[src/rtl/bp_pkg.sv]
// Shared types for the branch-history-table update controller.
// Latency: n/a (types and helpers only).
// Backpressure: n/a.
package bp_pkg;

  // Widest counter-table index an in-flight entry can carry; s_index must stay below it.
  localparam int unsigned BP_IDX_W = 16;

  typedef enum logic {
    INIT = 1'b0,
    RUN  = 1'b1
  } bp_state_t;

  typedef struct packed {
    logic [BP_IDX_W-1:0] index;
    logic                pred;
  } bp_entry_t;

  function automatic bp_entry_t bp_make_entry(input logic [BP_IDX_W-1:0] index,
                                              input logic                pred);
    bp_entry_t e;
    e.index = index;
    e.pred  = pred;
    return e;
  endfunction

endpackage

[src/rtl/bp_fifo.sv]
// Synchronous FIFO with flush, head word visible combinationally on rdat.
// Latency: push visible at rdat one cycle later; pop takes effect at the next edge.
// Backpressure: push ignored when full, pop ignored when empty, flush drops both.
module bp_fifo #(
  parameter int unsigned W     = 8,
  parameter int unsigned depth = 4
) (
  input  logic                    clk,
  input  logic                    reset,
  input  logic                    push,
  input  logic                    pop,
  input  logic                    flush,
  input  logic [W-1:0]            wdat,
  output logic [W-1:0]            rdat,
  output logic [$clog2(depth):0]  count,
  output logic                    full,
  output logic                    empty
);

  localparam int unsigned AW = $clog2(depth);
  localparam int unsigned CW = AW + 1;

  logic [AW-1:0] head;
  logic [AW-1:0] tail;
  logic [W-1:0]  mem [depth];
  logic          do_push;
  logic          do_pop;

  assign full    = (count == CW'(depth));
  assign empty   = (count == '0);
  assign do_push = push & ~full & ~flush;
  assign do_pop  = pop & ~empty & ~flush;
  assign rdat    = mem[head];

  // Pointers and occupancy; depth is a power of two so pointers wrap naturally.
  always_ff @(posedge clk or negedge reset) begin
    if (!reset) begin
      head  <= '0;
      tail  <= '0;
      count <= '0;
    end else if (flush) begin
      head  <= '0;
      tail  <= '0;
      count <= '0;
    end else begin
      if (do_push) tail <= tail + AW'(1);
      if (do_pop)  head <= head + AW'(1);
      case ({do_push, do_pop})
        2'b10:   count <= count + CW'(1);
        2'b01:   count <= count - CW'(1);
        default: count <= count;
      endcase
    end
  end

  // Payload storage carries no reset; occupancy alone says which words are live.
  always_ff @(posedge clk) begin
    if (do_push) mem[tail] <= wdat;
  end

endmodule

[src/rtl/bht_update_ctrl.sv]
// Branch-history-table update controller: clears the counter table, tracks in-flight predictions, trains on resolution.
// Latency: prediction combinational from ctr_out; counter update/mispredict/res_error one cycle after resolution.
// Backpressure: pred_ready low during the init sweep and while depth predictions are in flight.
module bht_update_ctrl
  import bp_pkg::*;
#(
  parameter int unsigned s_index  = 3,
  parameter int unsigned num_sets = 2**s_index,
  parameter int unsigned depth    = 4
) (
  input  logic                    clk,
  input  logic                    reset,
  input  logic                    pred_valid,
  input  logic [s_index-1:0]      pred_index,
  output logic                    pred_ready,
  output logic                    pred_taken,
  input  logic                    res_valid,
  input  logic                    res_taken,
  input  logic                    flush,
  output logic [s_index-1:0]      ctr_read_index,
  input  logic [1:0]              ctr_out,
  output logic [s_index-1:0]      ctr_write_index,
  output logic                    ctr_increment,
  output logic                    ctr_decrement,
  output logic                    ctr_reset,
  output logic                    mispredict,
  output logic                    res_error,
  output logic [$clog2(depth):0]  count
);

  localparam logic [s_index-1:0] LAST_IDX = s_index'(num_sets - 1);

  bp_state_t          state;
  bp_state_t          state_nxt;
  logic [s_index-1:0] sweep;
  logic [s_index-1:0] sweep_nxt;

  logic               push;
  logic               pop;
  logic               err_set;
  logic               fifo_flush;
  logic               fifo_full;
  logic               fifo_empty;
  bp_entry_t          wr_entry;
  bp_entry_t          rd_entry;

  logic [s_index-1:0] upd_index;
  logic               unused_ok;

  // Prediction path is a pure pass-through of the table read port.
  assign ctr_read_index = pred_index;
  assign pred_taken     = ctr_out[1];
  assign wr_entry       = bp_make_entry(BP_IDX_W'(pred_index), ctr_out[1]);
  assign fifo_flush     = (state == RUN) & flush;

  // Counter weak bit and the spare upper index bits of a queue entry are never consumed.
  assign unused_ok = ^{1'b0, ctr_out[0], rd_entry.index[BP_IDX_W-1:s_index]};

  // FSM state and sweep index registers.
  always_ff @(posedge clk or negedge reset) begin
    if (!reset) begin
      state <= INIT;
      sweep <= '0;
    end else begin
      state <= state_nxt;
      sweep <= sweep_nxt;
    end
  end

  // Next state, sweep advance, handshake and queue control, all from registered state.
  always_comb begin
    state_nxt       = state;
    sweep_nxt       = sweep;
    ctr_reset       = 1'b0;
    ctr_write_index = upd_index;
    pred_ready      = 1'b0;
    push            = 1'b0;
    pop             = 1'b0;
    err_set         = 1'b0;
    case (state)
      INIT: begin
        ctr_reset       = 1'b1;
        ctr_write_index = sweep;
        sweep_nxt       = sweep + s_index'(1);
        if (sweep == LAST_IDX) state_nxt = RUN;
      end
      RUN: begin
        // Readiness looks only at the registered count: a pop this cycle does not free a slot early.
        pred_ready = ~fifo_full;
        push       = pred_valid & ~fifo_full & ~flush;
        pop        = res_valid & ~fifo_empty & ~flush;
        err_set    = res_valid & fifo_empty & ~flush;
      end
    endcase
  end

  bp_fifo #(
    .W     ($bits(bp_entry_t)),
    .depth (depth)
  ) u_queue (
    .clk   (clk),
    .reset (reset),
    .push  (push),
    .pop   (pop),
    .flush (fifo_flush),
    .wdat  (wr_entry),
    .rdat  (rd_entry),
    .count (count),
    .full  (fifo_full),
    .empty (fifo_empty)
  );

  // Registered training outputs: one pulse per resolved branch, all zero otherwise.
  always_ff @(posedge clk or negedge reset) begin
    if (!reset) begin
      upd_index     <= '0;
      ctr_increment <= 1'b0;
      ctr_decrement <= 1'b0;
      mispredict    <= 1'b0;
      res_error     <= 1'b0;
    end else begin
      upd_index     <= pop ? s_index'(rd_entry.index) : '0;
      ctr_increment <= pop & res_taken;
      ctr_decrement <= pop & ~res_taken;
      mispredict    <= pop & (rd_entry.pred != res_taken);
      res_error     <= err_set;
    end
  end

endmodule

[config.mk]
export PLATFORM = sky130hd
export DESIGN_NAME = bht_update_ctrl
export DESIGN_NICKNAME = d
export VERILOG_FILES = /design/src/rtl/bp_pkg.sv /design/src/rtl/bp_fifo.sv /design/src/rtl/bht_update_ctrl.sv
export SDC_FILE = /design/constraint.sdc
export NUM_CORES = 1
export LEC_CHECK = 0
export CORE_MARGIN = 4
export CORE_UTILIZATION = 37
export CTS_CLUSTER_DIAMETER = 40
export DETAILED_ROUTE_END_ITERATION = 10
export GPL_TIMING_DRIVEN = 0
export PLACE_DENSITY = 0.65
export SYNTH_ARGS = -nofsm -noshare
export SYNTH_HDL_FRONTEND = slang
export SYNTH_SLANG_ARGS = --single-unit
[constraint.sdc]
create_clock -name clk -period 2.3 [get_ports clk]
set_clock_uncertainty 0.1 [all_clocks]
set_input_delay 0.46 -clock clk [delete_from_list [all_inputs] [get_ports clk]]
set_output_delay 0.46 -clock clk [all_outputs]
set_load 0.02 [all_outputs]
==> results by group <==
Placed design
  • Buffers on Ports: 24
  • Routability cong.: 0.8635
  • HPWL after DPL: 2127 um
  • DP Cell Count: 193

Drt
  • DR iter-0 viols: 67
  • Antenna-violating nets left: 0
  • DR DRC count: 0
  • DRT Pass-1 Iters: 4
  • Vias per cell: ~5.1
  • Detailed-route wire length per cell: approximately 15 um
  • DRT Wirelength: a little over 3000 um
  • Via count: 1,074

Critical path
  • Top Family by Delay on Critical Path: compound AO/OA/AOI/OAI gates
  • CP Data Arrival Time: roughly 2.4 ns
  • WP buf/inv: 1
  • Reg-to-reg endpoint: u_queue.count[1]
  • Setup slack, reg-to-reg: 0.006 ns
  • CP max-delay cell: dfrtp_2
  • Worst Path Class, Setup: reg2reg
  • Worst Reg2Reg Path Length in Cells: 6
  • Critical-path cell list: or3b_4, a211o_1, inv_2, fa_2, a32oi_1, o211ai_1
  • Critical Path End Type: flop
  • CP Launch Type: flop
  • CP required: around 2.4 ns
  • Worst R2R Start: u_queue.count[0]
  • Slowest cell delay on critical path: 0.47 ns
  • CP max FO: 8

Flow run
  • Max Cap Viol: 0

Yosys
  • Multiplexer share of the synthesized area: approximately a tenth
  • Post-synthesis sequential area ratio: 58.22%
  • Post-synthesis xor/xnor area fraction: 1.095%
  • Synth Net Count: 137
  • Predominant post-synthesis flop cell: dfrtp_1
  • Synth Area in Simple Gates: between 10% and 20%
  • Cell variety after synth: 38
  • Avg Inst Size Synth: 13.44 sq um
  • Synth Register Bits: 34
  • Syn Inst Count: approximately 120
  • Async S/R FF share, synth: between 50% and 60%
  • Synthesized area: about 0.0016 sq mm
  • Synth Area in Compound Gates: 7.981%
  • Post-synth EDFFs: 16
  • Yosys warning count: 0
  • Post-Synth Adder-Cell Area: under 10%
  • Largest family of logic cells by synthesized area: simple AND/OR/NAND/NOR gates

Floorplanning
  • Row cnt: 23
  • Core ar.: 0.004086 sq mm
  • Starting density of the core: 39.13%
  • I/O pins: 27
  • Die ar.: 0.005438 sq mm
  • Die H: 73.74 um
  • Die Wd: 73.74 um

Hold path
  • Worst Hold Launch: sweep[0]
  • Worst hold path class: reg2reg
  • Hold path endpoint: sweep[0]
  • Hold path depth: 1

Power
  • Clk pwr share: between 20% and 30%
  • Max VDD drop: 407.8 uV
  • Internal power: 1287 uW
  • Combinational share of power: between 20% and 30%
  • Reg power frac: approximately 42%
  • Pwr Density: 856.8 mW/mm^2
  • P_leak: 0.0009425 uW
  • Sw power: between 500 and 600 uW
  • Switching Fraction: 28.05%

Global routing
  • Largest net degree at the start of global routing: 19
  • GRT overflow: 0
  • Initial antenna violation count: 0
  • First-pass GRT wire length: approximately 5000 um
  • Vias in the first global route: 1,077
  • Tot GR Track Use: 12.35%

Cells and area
  • Post-layout util: 51.10%
  • FF+latch area: 934.6 sq um
  • Fillers: 356
  • Antenna cells: 0
  • Commonest cells after routing, fill and taps aside: clkdlybuf4s50_1 (16), edfxtp_1 (16), dfrtp_1 (15)
  • Fin nets: around 180
  • Non-Filler Instances: 209
  • Multi-input gate area: 594.3 sq um
  • Area grow syn2layout: 30.59%
  • Share of layout cells above drive strength 1: 25.79%

Timing
  • Max Fclk: 435.9 MHz
  • Slew at the pin closest to its max-slew limit: 0.7955 ns
  • Finish-stage setup viols: 0
  • Final period utilization: 99.74%
  • Final-report max-slew violation count: 0
  • Slew headroom: 46.80%
  • RSZ-0062 raised after global routing: yes
  • Count of final hold-check violations: 0
  • Final worst path period need: about 2.3 ns

Clocking
  • Clk Latency, worst-skew pair: 0.28 ns
  • Num Clock Sinks: 34
  • CTS max path bufs: 2
  • Root Buffer: clkbuf_8
  • CTS tree: yes
  • Clk pin slew, worst setup/hold paths: ~0.070 ns
  • H-tree levels: 2
  • CTS Buf Count: 5

Status
  • Outcome: finished, final reports clean
[how the worst max path moves through the flow]
stage / cells after the start / startpoint / to
after floorplan: 7 / u_queue.count[0] / u_queue.count[1]
after global placement: 7 / res_valid / u_queue.count[1]
after detailed placement: 7 / res_valid / u_queue.count[1]
after CTS: 7 / u_queue.count[0] / u_queue.count[1]
after global routing: 6 / u_queue.count[0] / u_queue.count[1]
final: 6 / u_queue.count[0] / u_queue.count[1]
[per-layer routing]
metal	global-route usage, %	vias up	wire length, um
li1	-	512	-
met1	15.88	520	1292
met2	19.49	35	1468
met3	3.694	7	213
met4	4.829	0	58
met5	0	-	0
[logic make-up after synthesis]
logic type                 Yosys count
adders and majority gates            7
buffers and inverters               15
DFF                                 34
and+or+nand+nor                     31
muxes                               11
AOI/OAI and AO/OA                   19
xor gates and xnor gates             2
[power by group through the flow]
stage / clock network [uW] / registers, uW / logic [uW]
after CTS: 536 / 744 / 493
after floorplan: 0 / 778 / 286
final: 521 / 753 / 516
after detailed placement: 0 / 757 / 481
after global placement: 0 / 753 / 470
after global routing: 563 / 760 / 569
[final cells by class]
type,count,area share (%)
clock buffer,7,3.655
clock inverter,1,1.438
sequential,34,44.76
buffer,9,2.636
tap,50,2.996
timing repair buffer,33,15.16
inverter,5,0.8987
multi-input combinational,70,28.46
[state kept, by name, summed over array words and instances, names as in the netlist, 2 cells and up]
name,cells
sweep,3
u_queue.count,3
u_queue.mem,16
u_queue.tail,2
u_queue.head,2
upd_index,3
[per-stage QoR]
step | hold slack, ns | cell area [sq um] | setup TNS [ns] | power, uW | setup WS (ns)
after CTS | 0.4106 | 2032 | 0 | 1773 | 0.001869
after floorplan | 0.06441 | 1600 | 0 | 1064 | 0.008908
after detailed placement | 0.4002 | 1903 | -0.6672 | 1238 | -0.2741
final | 0.3971 | 2088 | 0 | 1789 | 0.006062
after global placement | 0.3856 | 1903 | -0.4703 | 1223 | -0.2400
after global routing | 0.4283 | 2088 | -0.1567 | 1892 | -0.1052
[timing repair]
item                       4_1_cts  5_1_grt
hold buffers                     0        0
gates cloned                     0        0
pin swaps                        3        7
gates resized for setup          8        6
buffers inserted                 2        7
setup endpoints to repair        6        7
[synthesized netlist by cell type (all sizes together) (2+ instances only)]
cell    instances  area [sq um]
mux2            5         56.30
o22ai           2         12.51
mux4            4         90.09
nand2           5         21.27
buf             7         51.30
nor3b           2         15.01
inv             5         18.77
edfxtp         16         480.5
clkbuf          3         11.26
dfrtp          18         450.4
nor3            3         15.01
a32oi           2         17.52
ha              6         75.07
xnor2           2         17.52
mux2i           2         20.02
o21ai           7         35.03
and2            4         25.02
and3            4         25.02
nand3           2         10.01
nor2            5         18.77
(Power assumes the default switching activity.)
